==> src/rtl/sqr_pkg.sv <==
// Shared definitions for the sum-of-squares datapath.
//   state_t   : accumulator FSM states (ACCUM, STALL)
//   min_acc_w : minimum accumulator width that cannot overflow for a
//               given frame length of 16-bit squarer results
package sqr_pkg;

  typedef enum logic [0:0] {
    ACCUM = 1'b0,
    STALL = 1'b1
  } state_t;

  localparam int unsigned SQR_W = 16;

  function automatic int unsigned min_acc_w(input int unsigned frame_len);
    return SQR_W + $clog2(frame_len);
  endfunction

endpackage

==> src/rtl/sum_of_squares_acc.sv <==
// Frame accumulator for squarer results.
// Sums FRAME_LEN consecutive y_in transfers and presents the total on a
// valid/ready output together with a wrapping 8-bit frame index.
//   clk, rst_n          : clock, asynchronous active-low reset
//   y_in/in_valid/      : squarer result input handshake
//   in_ready
//   clear               : synchronous discard of the partial/held frame
//   out_sum/out_idx/    : completed frame sum and index, output handshake
//   out_valid/out_ready
module sum_of_squares_acc
  import sqr_pkg::*;
#(
  parameter int unsigned FRAME_LEN = 16,
  parameter int unsigned ACC_W     = 24
) (
  input  logic             clk,
  input  logic             rst_n,
  input  logic [15:0]      y_in,
  input  logic             in_valid,
  output logic             in_ready,
  input  logic             clear,
  output logic [ACC_W-1:0] out_sum,
  output logic [7:0]       out_idx,
  output logic             out_valid,
  input  logic             out_ready
);

  localparam int unsigned CNT_W = $clog2(FRAME_LEN);

  if (FRAME_LEN < 2 || FRAME_LEN > 256) begin : g_bad_frame_len
    $error("sum_of_squares_acc: FRAME_LEN must be within 2..256");
  end

  if (ACC_W < min_acc_w(FRAME_LEN)) begin : g_bad_acc_w
    $error("sum_of_squares_acc: ACC_W too narrow for FRAME_LEN");
  end

  state_t           state;
  logic [ACC_W-1:0] acc;
  logic [CNT_W-1:0] count;
  logic [7:0]       frame_cnt;

  logic             in_xfer;
  logic             out_xfer;
  logic             last;
  logic [ACC_W-1:0] sum_next;

  always_comb begin
    in_ready = (state == ACCUM) && !clear;
    in_xfer  = in_valid && in_ready;
    out_xfer = out_valid && out_ready;
    last     = (count == CNT_W'(FRAME_LEN - 1));
    sum_next = acc + ACC_W'(y_in);
  end

  // Output register and frame state are updated in one block: a new sum
  // may load on the same edge the previous one transfers, so out_valid
  // only drops when nothing loads.
  always_ff @(posedge clk or negedge rst_n) begin
    if (!rst_n) begin
      state     <= ACCUM;
      acc       <= '0;
      count     <= '0;
      frame_cnt <= '0;
      out_sum   <= '0;
      out_idx   <= '0;
      out_valid <= 1'b0;
    end else begin
      if (out_xfer) begin
        out_valid <= 1'b0;
      end

      if (clear) begin
        state <= ACCUM;
        acc   <= '0;
        count <= '0;
      end else begin
        case (state)
          ACCUM: begin
            if (in_xfer) begin
              if (!last) begin
                acc   <= sum_next;
                count <= count + 1'b1;
              end else if (!out_valid || out_ready) begin
                out_sum   <= sum_next;
                out_idx   <= frame_cnt;
                out_valid <= 1'b1;
                frame_cnt <= frame_cnt + 1'b1;
                acc       <= '0;
                count     <= '0;
              end else begin
                acc   <= sum_next;
                state <= STALL;
              end
            end
          end
          STALL: begin
            // out_valid is necessarily 1 here; the held frame replaces the
            // one transferring on this edge.
            if (out_ready) begin
              out_sum   <= acc;
              out_idx   <= frame_cnt;
              out_valid <= 1'b1;
              frame_cnt <= frame_cnt + 1'b1;
              acc       <= '0;
              count     <= '0;
              state     <= ACCUM;
            end
          end
          default: state <= ACCUM;
        endcase
      end
    end
  end

endmodule

==> config.mk <==
export PLATFORM = sky130hd
export DESIGN_NAME = sum_of_squares_acc
export DESIGN_NICKNAME = d
export VERILOG_FILES = /design/src/rtl/sqr_pkg.sv /design/src/rtl/sum_of_squares_acc.sv
export SDC_FILE = /design/constraint.sdc
export NUM_CORES = 1
export LEC_CHECK = 0
export BUFFER_PORTS_ARGS = -buffer_cell sky130_fd_sc_hd__buf_2
export CORE_MARGIN = 5
export CORE_UTILIZATION = 62
export CTS_CLUSTER_SIZE = 12
export DETAILED_ROUTE_END_ITERATION = 12
export PLACE_DENSITY = 0.85
export SYNTH_ARGS = -nofsm -noshare
export SYNTH_HDL_FRONTEND = slang
export SYNTH_SLANG_ARGS = --single-unit
==> constraint.sdc <==
create_clock -name clk -period 6.64 [get_ports clk]
set_input_delay 0.664 -clock clk [delete_from_list [all_inputs] [get_ports clk]]
set_output_delay 0.664 -clock clk [all_outputs]
set_load 0.01 [all_outputs]
== Word level (Yosys, flattened, before mapping) ==
Index checks and enable logic that the tools add are counted.
Word-level totals
  flip-flop bits (word level): 70
  bits in latches: 0
  RAM bits: 0
  memory bits (read-only): 0
  input port bits: 21
  output and inout bits: 34
  word-level logic and storage cells: 69
  memories kept: 0
Cells by class
  $add $sub $neg: 3
  $mul: 0
  divide/modulo/power cells: 0
  order comparisons: 0
  equality and inequality tests: 8
  shift-type cells: 0
  multiplexer cells: 40
  bitwise operators: 2
  reductions and logical operators: 9
Operators with widths (count)
  2-to-1 mux 24 bit: 9
  case mux 24 bit (2 select lines): 2
  2-to-1 mux 8 bit: 8
  case mux 8 bit (2 select lines): 2
  adder 24 x 16 -> 24 bit: 1
  2-to-1 mux 4 bit: 5
  2-to-1 mux 1 bit: 11
  adder 8 x 1 -> 8 bit, second input constant: 1
  case mux 4 bit (2 select lines): 1
  != test 2 bit, second input constant: 3
  != test 3 bit, second input constant: 2
  AND reduction 5 bit: 1
  adder 4 x 1 -> 4 bit, second input constant: 1
  == test 4 bit, second input constant: 1
  != test 4 x 3 -> 1 bit, second input constant: 1
  case mux 1 bit (2 select lines): 2
  logical AND 1 bit: 3
  AND reduction 3 bit: 1
  logical NOT 1 bit: 2
  != test 2 x 1 -> 1 bit, second input constant: 1
  NOT 1 bit: 2
  AND reduction 2 bit: 1
  logical OR 1 bit: 1

== Logic depth before layout (Yosys ltp) ==
Gate-level depths: netlist (run 1).
  word-level depth: 7
  gate-level depth with buffers: 9
  mapped depth without buffers: 9

== Worst setup path before layout (run 1) ==
OpenSTA, ideal clock, no wires.
  path kind: input to register
  start point: input port y_in[0]
  end point: register acc[14]
  setup time: 121 ps
  arrival time: 2689 ps
  data required time: 6519 ps
  path slack: 3830 ps
  stages on the path: 8
  path buffers: 0
  cell sequence: ha_1 fa_1 a211oi_1 nor4_1 a211oi_2 o21ai_0 xor2_1 a22o_1
On the way
  cells in the longest elaborated chain, start to end: 6
RTL lines
  from (decl): RTL line sum_of_squares_acc.sv:18  | input logic [15:0] y_in,
  adder 24 x 16 -> 24 bit *: RTL line sum_of_squares_acc.sv:53  | sum_next = acc + ACC_W'(y_in);
  2-to-1 mux 24 bit: RTL line sum_of_squares_acc.sv:84  | end else if (!out_valid || out_ready) begin
  2-to-1 mux 24 bit *: RTL line sum_of_squares_acc.sv:81  | if (!last) begin
  2-to-1 mux 24 bit *: RTL line sum_of_squares_acc.sv:80  | if (in_xfer) begin
  case mux 24 bit (2 select lines) *: RTL line sum_of_squares_acc.sv:78  | case (state)
  2-to-1 mux 24 bit *: RTL line sum_of_squares_acc.sv:73  | if (clear) begin
  to (signal assigned): RTL line sum_of_squares_acc.sv:82  | acc <= sum_next;
  to (signal assigned): RTL line sum_of_squares_acc.sv:92  | acc <= sum_next;
  to (decl): RTL line sum_of_squares_acc.sv:39  | logic [ACC_W-1:0] acc;
Mark *: on every way between the ends. The rest lies on a longest branch, timed or not. The select of a mux whose other input is x is not followed.
A chain may end at the register's enable or synchronous reset.

== Worst setup path in the final report (run 1) ==
Ends and elaborated chain as after synthesis.

==> metrics.txt, run 1 <==
setup TNS=0 ps; cells after synthesis=roughly 440; Slew headroom=0.186; Top FF cell, synth=dfrtp_1; Starting Density=0.635; power per cell area=~230 nW/um^2; Post-DP HPWL=about 6400 microns; CTS Buffer Depth=2; Fillers=520; gr usage total=0.230; ant diodes=0; Mapped Area=4010 sq um; root buffer cell=clkbuf_8; port buffer count=54; Gate power share=0.217; period utilisation layout=0.446; DR pass1 iterations=5; ANT nets after route=0; placed cells=between 500 and 600; Final Power=approximately 1.0 mW; GPL Wtd Cong=0.901; Hold-fix buffers, CTS=0; Die X=between 90 and 100 microns; Max Freq=between 0.3 and 0.4 GHz; DRC Markers=0; CP Capture Type=register; EDFF count, synth=0; CTS clock-pin slew for the worst setup and hold paths=~70 ps; CP Class=input pin to register; setup-violating endpoint count in the final report=0; Final Skew=10.6 ps; Avg Cell Area, Syn=just over 9 sq um; critical path peak fanout=5; Via Count=between 3k and 4k; first-pass GRT wire length=approximately 16000 microns; required time of the critical path=6870 ps; worst hold path endpoint=out_idx[7]$_DFFE_PN0P_; Synth warnings=0; Clk network pwr share=0.345; initial antenna violation count=0; Top Ports=55; Worst R2R End=acc[14]$_DFFE_PN0P_; Psw=between 0.3 and 0.4 mW; pin count of the biggest net entering global routing=71; RSZ-0062 raised after global routing=no; Tightest Pin Transition=1220 ps; #FFs+latches synth=70; clock sink count=70; class of the worst hold path=register to register; H-tree levels=3; MaxCap Viol Count=0; Internal=a little over 0.7 mW; final non-filler cell total=570; FF-to-FF path depth=8; number of global-route vias before repair=~3.4k; Clk Latency, worst-skew pair=350 ps; Worst setup SP type=input pin; final hold vios=0; gr ovfl total=0; status=finished clean; worst r2r src=acc[0]$_DFFE_PN0P_; WL/cell=between 15 and 20 microns; Synth cell types=53; critical hold path startpoint=out_idx[7]$_DFFE_PN0P_; Routed Wire Length=between 9000 and 10000 microns; Max rail drop VDD=0.139 mV; Area growth, synth to finish=13.2%; TritonCTS buffer count=9; CTS tree=done; post-cts sizing count=0; Die Span Y=around 90 microns; drt first-iter violations=~210; final-stage net count=528; layout cells sized above 1=0.178; register area share after synthesis=0.437; die area=between 8000 and 9000 sq um; Arr. time, crit path=3200 ps; Hold Crit Depth=2; Via density=about 6.1; part of the power in registers=0.438; total setup buffers inserted after CTS=0; Core ar.=6310 sq um; switching share of power=0.306; syn_nets=481; FFs w/ async S/R, synth=1.00; FP Rows=29; Pleak=2.27 nW; R2R Setup Slk=about 3700 ps; min Tclk post-route=between 2000 and 3000 ps; Slew Limit Fails=0
cell type report:
| cell class | instances | area (sq um) | area share |
|---|---|---|---|
| clock inverters | 5 | 56.3 | 0.0124 |
| well taps | 77 | 96.3 | 0.0212 |
| flip-flops and latches | 70 | 1750 | 0.386 |
| repair buffers | 58 | 300 | 0.0662 |
| inverters | 7 | 26.3 | 0.00579 |
| clock buffers | 11 | 151 | 0.0334 |
| multi-input cells | 342 | 2160 | 0.475 |
cell usage in the layout (no fill, tap or decap), types with 4 or more instances in the layout:
cell	netlist	layout
mux2i_1	7	7
nand4_1	7	7
nor2_1	18	18
nand3_1	19	19
o21ai_0	38	38
a31oi_1	10	10
or4_1	4	4
nand2_1	83	83
and3_1	9	9
ha_1	18	18
dfrtp_1	70	70
and2_1	4	4
inv_1	6	6
buf_2	3	54
xor2_1	11	11
xnor2_1	13	13
a21o_1	7	7
buf_4	0	4
a21oi_1	31	30
or3_1	6	6
clkbuf_8	0	11
a22o_1	9	9
power groups by stage:
| stage | Sequential (mW) | Combinational, mW | Clock, mW |
|---|---|---|---|
| floorplan | 0.461 | 0.172 | 0 |
| global placement | 0.465 | 0.218 | 0 |
| detailed placement | 0.466 | 0.224 | 0 |
| CTS | 0.458 | 0.225 | 0.361 |
| global route | 0.460 | 0.254 | 0.384 |
| finish | 0.458 | 0.227 | 0.360 |
metrics by stage:
step / utilization / hold slack [ps] / worst slack (ps) / area [sq um]
floorplan: - / 368 / 3830 / 4010
global placement: 0.686 / 452 / 3470 / 4330
detailed placement: 0.686 / 456 / 3370 / 4330
CTS: 0.719 / 471 / 3690 / 4540
global route: 0.719 / 479 / 3470 / 4540
finish: 0.719 / 467 / 3680 / 4540
worst max-delay path: stages:
cell and delay [ps]:
buf_2 100, ha_1 220, fa_1 440, a211oi_1 430, nor4_1 130, a211oi_2 580, o21ai_0 230, xor2_1 190
a22o_1 220
how the worst max path moves through the flow:
stage	slack (ps)	end	startpoint	cells past startpoint
floorplan	3830	acc[14]$_DFFE_PN0P_	y_in[0]	8
global placement	3470	acc[14]$_DFFE_PN0P_	y_in[0]	9
detailed placement	3370	acc[14]$_DFFE_PN0P_	y_in[0]	9
CTS	3690	acc[14]$_DFFE_PN0P_	y_in[0]	9
global route	3470	out_sum[16]$_DFFE_PN0P_	acc[0]$_DFFE_PN0P_	9
finish	3680	acc[14]$_DFFE_PN0P_	y_in[0]	9
cell usage after synthesis (all sizes together), types with 2 or more instances:
library cell   n  share of area
nand2         83          0.078
dfrtp         70           0.44
o21ai         41          0.052
a21oi         32          0.041
nand3         20          0.028
ha            18          0.056
nor2          18          0.017
clkbuf        17          0.016
xnor2         13          0.028
xor2          11          0.024
a31oi         10          0.016
a22o           9          0.020
and3           9          0.014
a21o           7          0.013
mux2i          7          0.017
nand4          7          0.011
or3            7          0.011
inv            6         0.0056
and2           5         0.0084
buf            5         0.0056
o31ai          5          0.016
a211oi         4         0.0087
nor3           4         0.0050
or4            4         0.0075
nor2b          3         0.0047
o211ai         3         0.0056
o21a           3         0.0056
o41ai          3         0.0066
a211o          2         0.0047
nand2b         2         0.0031
o21bai         2         0.0037
logic make-up (layout without fill, tap and decap cells):
kind of cell / after synthesis / in the layout / synth area share
AND/OR/NAND/NOR: 165 / 165 / 0.193
AO/OA/AOI/OAI: 127 / 127 / 0.211
flip-flops: 70 / 70 / 0.437
buffers and inverters: 29 / 81 / 0.0284
XOR/XNOR: 24 / 24 / 0.0524
adder cells (fa/ha/maj): 19 / 19 / 0.0612
multiplexers: 7 / 7 / 0.0175
state kept, by name, indices dropped and copies added (netlist names):
signal,cells
out_valid,1
out_idx,8
out_sum,24
acc,24
frame_cnt,8
count,4
state,1
layer usage:
layer | global-route usage | vias up | part of all wire
met5 | 0 | - | 0
met4 | 0.0943 | 0 | 0.018
met3 | 0.0433 | 14 | 0.054
met2 | 0.359 | 107 | 0.47
met1 | 0.315 | 1660 | 0.46
li1 | - | 1688 | -
Power figures use the tool's default switching activity.
==> inputs of run 2 (changes only) <==
CORE_UTILIZATION = 52   (was 62)
PLACE_DENSITY = 0.76   (was 0.85)
clock period = 2.4 ns   (was 6.64 ns; I/O delays follow)
==> run 2 against run 1 <==
Compared with the run above:
- design area increased by 7.1%
- global-route usage is 1.9 points lower
- sequential cell count stayed put
- first-iteration DRC count down 37%
- worst hold slack got worse by 330 ps
==> metrics.txt, run 2 (synthesized netlist as in run 1, its figures left out) <==
Via density=~5.8; initial antenna violation count=0; CP Class=register to register; Worst setup SP type=register; Routed Wire Length=between 9000 and 10000 microns; TritonCTS buffer count=9; Top cell by count, worst path=a211oi_2; clock sink count=70; CP Capture Type=register; Max Freq=~0.43 GHz; Area growth, synth to finish=21.3%; class of the worst hold path=input pin to register; first-pass GRT wire length=approximately 16000 microns; Slew Limit Fails=0; gr usage total=0.211; Core ar.=approximately 7600 sq um; DR pass1 iterations=4; Final Skew=roughly 14 ps; final core utilization=0.639; kind of cell adding the most delay to the critical path=compound AO/OA/AOI/OAI gates; Starting Density=0.527; FF-to-FF path depth=10; Crit path largest cell delay=about 400 ps; DRC Markers=0; die area=~9600 sq um; final non-filler cell total=619; CTS tree=done; critical path peak fanout=5; ANT nets after route=0; Worst R2R End=out_sum[12]$_DFFE_PN0P_; post-placement cell area=around 4500 sq um; CTS Buffer Depth=2; final-stage net count=552; Top Ports=55; final worst slack=roughly 67 ps; ant diodes=0; WL/cell=~16 microns; Max rail drop VDD=0.455 mV; worst path bufs/invs=1; Arr. time, crit path=between 2000 and 3000 ps; Tightest Pin Transition=just under 500 ps; MaxCap Viol Count=0; Slew headroom=0.661; instance count on the critical path=10; pin count of the biggest net entering global routing=slightly below 60; power per cell area=approximately 640 nW/um^2; worst-path cell chain=ha_2, fa_2, a211oi_2, nor4_2, a211oi_2, buf_4, o21bai_1, xnor2_1, o211ai_1, o21a_1; crit path capture=out_sum[12]$_DFFE_PN0P_; most frequent cells in the layout=nand2_1 (83), dfrtp_1 (70), buf_2 (54), o21ai_0 (32), a21oi_1 (28); number of global-route vias before repair=between 3k and 4k; min Tclk post-route=roughly 2300 ps; Die X=approximately 100 microns; Fillers=~630; status=finished clean; layout cells sized above 1=0.236; Pleak=approximately 2.4 nW; placed cells=around 600; Final Power=between 3 and 4 mW; gr ovfl total=0; final hold vios=0; FP Rows=32; highest-delay cell along the critical path=dfrtp_1; Clk Latency, worst-skew pair=around 360 ps; required time of the critical path=2660 ps; Setup crit start=acc[0]$_DFFE_PN0P_; drt first-iter violations=~130; Via Count=approximately 3.6k; largest registers=acc: 24 flops, out_sum: 24 flops; Post-DP HPWL=approximately 7000 microns; GPL Wtd Cong=between 0.8 and 0.9; pre-CTS setup slack=-2.17 ps; port buffer count=54; period utilisation layout=0.972; most common cell after layout, fill and taps aside=nand2_1; R2R Setup Slk=between 60 and 70 ps; RSZ-0062 raised after global routing=yes; Design Area, Final=4860 sq um; setup TNS=0 ps; hold_ws=~140 ps; H-tree levels=3; Die Span Y=~98 microns; root buffer cell=clkbuf_8; CTS clock-pin slew for the worst setup and hold paths=~90 ps; worst r2r src=acc[0]$_DFFE_PN0P_; setup-violating endpoint count in the final report=0
==> run 2: cell count changes in the layout (fill, tap and decap cells not counted), moves of 3 or more <==
cell / previous run / this run
buf_4: 4 / 26
o21ai_0: 38 / 32
o21ai_1: 2 / 7
ha_1: 18 / 14
inv_6: 1 / 4
==> run 2: layer usage <==
metal  part of all wire  GRT usage  vias up
met5                  0          0        -
met1               0.45      0.267     1754
li1                   -          -     1723
met4              0.021      0.102        0
met2               0.48      0.347       95
met3              0.050     0.0386       19
==> run 2: report_power, final <==
part,internal [mW],total (mW),switching [mW]
Clock,0.599,1.10,0.500
Combinational,0.321,0.754,0.433
Sequential,1.22,1.27,0.0418
==> run 2: worst register-to-register path, stage by stage, from the launching register on <==
cell      delay, ps
dfrtp_1         400
ha_2            190
fa_2            370
a211oi_2        300
nor4_2           90
a211oi_2        140
buf_4           170
o21bai_1         90
xnor2_1         230
o211ai_1        110
o21a_1          130
==> run 2: final cells by class <==
type                       instances  area, sq um  share of cell area
timing repair buffer              82          495               0.102
clock inverter                     7          103              0.0211
tap                              102          128              0.0263
inverter                           7         26.3             0.00541
multi-input combinational        342         2230               0.459
clock buffer                       9          124              0.0255
sequential                        70         1750               0.360
==> run 2: worst min path at each step <==
stage,cells after the start,from,to
finish,2,out_ready,state$_DFF_PN0_
global route,2,out_ready,state$_DFF_PN0_
CTS,2,out_ready,state$_DFF_PN0_
detailed placement,1,rst_n,out_sum[8]$_DFFE_PN0P_
global placement,1,rst_n,out_sum[8]$_DFFE_PN0P_
floorplan,0,rst_n,acc[0]$_DFFE_PN0P_
==> run 2: timing repair <==
item	4_1_cts	5_1_grt
hold buffers	1	0
buffers inserted	0	4
gates resized for setup	3	16
pin swaps	2	10
setup endpoints to repair	4	19
hold endpoints to repair	13	0
==> inputs of run 3 (changes only) <==
CORE_ASPECT_RATIO = 0.5   (was not set)
==> run 3 against run 2 <==
Compared with the run above:
- utilization increased by 2.4 points
- setup slack got worse by 32 ps
- fmax decreased by 1.3%
- first-iteration DRC count increased by 140%
- combinational power increased by 2%
- non-clock buffer count decreased by 2
- sequential share of layout area decreased by 0.38 points
- clock power increased by 8%
- final cell count decreased by 1.3%
- register-to-register slack got worse by 30 ps
==> metrics.txt, run 3 (synthesized netlist as in run 1, its figures left out) <==
critical hold path startpoint=out_ready; Die Span Y=a little over 70 microns; R2R Setup Slk=40 ps; final worst slack=approximately 36 ps; CTS tree=done; GPL Wtd Cong=0.979; pre-CTS setup slack=3.09 ps; CTS Buffer Depth=2; FF-to-FF path depth=9; DR pass1 iterations=5; MaxCap Viol Count=0; worst r2r src=acc[1]$_DFFE_PN0P_; Worst R2R End=out_sum[17]$_DFFE_PN0P_; final-stage net count=550; critical path peak fanout=6; status=finished clean; root buffer cell=clkbuf_16; gr usage total=0.220; Routed Wire Length=just over 10000 microns; worst-path cell chain=ha_1, a21o_1, nand4_1, and2_4, o31ai_4, a41oi_4, buf_6, or3_1, a31oi_1; Core ar.=~7400 sq um; die area=9670 sq um; Tightest Pin Transition=544 ps; Slew headroom=0.628; CP Class=register to register; Pleak=between 2 and 2.5 nW; Final Power=about 3.2 mW; final hold vios=0; layout cells sized above 1=0.231; Via Count=between 3k and 4k; CP Capture Type=register; kind of cell adding the most delay to the critical path=compound AO/OA/AOI/OAI gates; Max Freq=0.423 GHz; Final Skew=6.99 ps; Via density=between 5 and 6; worst path bufs/invs=1; Worst setup SP type=register; first-pass GRT wire length=17000 microns; FP Rows=22; power per cell area=around 660 nW/um^2; Max rail drop VDD=~0.35 mV; H-tree levels=3; most common cell after layout, fill and taps aside=nand2_1; Die X=between 100 and 150 microns; Starting Density=0.541; number of global-route vias before repair=between 3k and 4k; required time of the critical path=approximately 2700 ps; most frequent cells in the layout=nand2_1 (83), dfrtp_1 (70), buf_2 (54), o21ai_0 (34), a21oi_1 (28); setup-violating endpoint count in the final report=0; ANT nets after route=0; RSZ-0062 raised after global routing=yes; period utilisation layout=0.985; WL/cell=approximately 17 microns; port buffer count=54; class of the worst hold path=input pin to register; pin count of the biggest net entering global routing=between 50 and 60; DRC Markers=0; final core utilization=0.663; Slew Limit Fails=0; ant diodes=0; TritonCTS buffer count=9; largest registers=acc: 24 flops, out_sum: 24 flops; CTS clock-pin slew for the worst setup and hold paths=about 60 ps; setup TNS=0 ps; min Tclk post-route=about 2400 ps; worst hold path endpoint=state$_DFF_PN0_; Crit path largest cell delay=~380 ps; Hold Crit Depth=2; Top Ports=55; gr ovfl total=0; highest-delay cell along the critical path=dfrtp_1; clock sink count=70; initial antenna violation count=0; Post-DP HPWL=between 6000 and 7000 microns; drt first-iter violations=~320; Area growth, synth to finish=22.5%; Setup crit start=acc[1]$_DFFE_PN0P_; Arr. time, crit path=between 2000 and 3000 ps; Clk Latency, worst-skew pair=about 330 ps
==> run 3: cell count changes in the layout (fill, tap and decap cells not counted), sizes merged <==
cell | before | now
clkbuf | 9 | 12
bufinv | 2 | 0
buf | 81 | 79
clkinvlp | 1 | 0
inv | 10 | 6
clkinv | 1 | 5
==> run 3: metal layers <==
metal  global-route usage  part of all wire  vias to the layer above
met5                    0                 0                        -
met4               0.0666             0.014                        0
met3               0.0644             0.070                       16
met2                0.336              0.45                      140
met1                0.306              0.46                     1735
li1                     -                 -                     1728
==> run 3: stage by stage <==
stage	area, sq um	cells	hold slack (ps)
final	4910	611	171
after global routing	4910	611	194
after CTS	4790	608	161
after detailed placement	4510	590	244
after global placement	4510	590	233
after floorplan	4010	441	-55.6
==> run 3: cell type report <==
class,instances,area (sq um)
multi-input combinational,342,2260
tap,96,120
sequential,70,1750
clock buffer,12,236
clock inverter,4,23.8
timing repair buffer,80,497
inverter,7,26.3
fill,594,2490
==> run 3: timing repair <==
action                                 4_1_cts  5_1_grt
pin swaps                                    3        9
setup endpoints to repair                    4       19
cloned                                       0        0
hold buffers                                 1        0
endpoints found under the hold margin       20        0
buffers inserted                             1        3
resized for setup                            1       21
==> run 3: power breakdown <==
part	switching, mW	internal [mW]	total (mW)
combinational	0.451	0.320	0.772
clock	0.490	0.696	1.19
sequential	0.0432	1.23	1.27
==> run 3: worst max path at each step <==
stage | endpoint | slack (ps) | depth (start not counted)
after floorplan | acc[14]$_DFFE_PN0P_ | 5 | 8
after global placement | acc[13]$_DFFE_PN0P_ | 20 | 9
after detailed placement | out_sum[21]$_DFFE_PN0P_ | 3 | 8
after CTS | acc[13]$_DFFE_PN0P_ | 7 | 9
after global routing | out_sum[22]$_DFFE_PN0P_ | -60 | 9
final | out_sum[17]$_DFFE_PN0P_ | 40 | 9
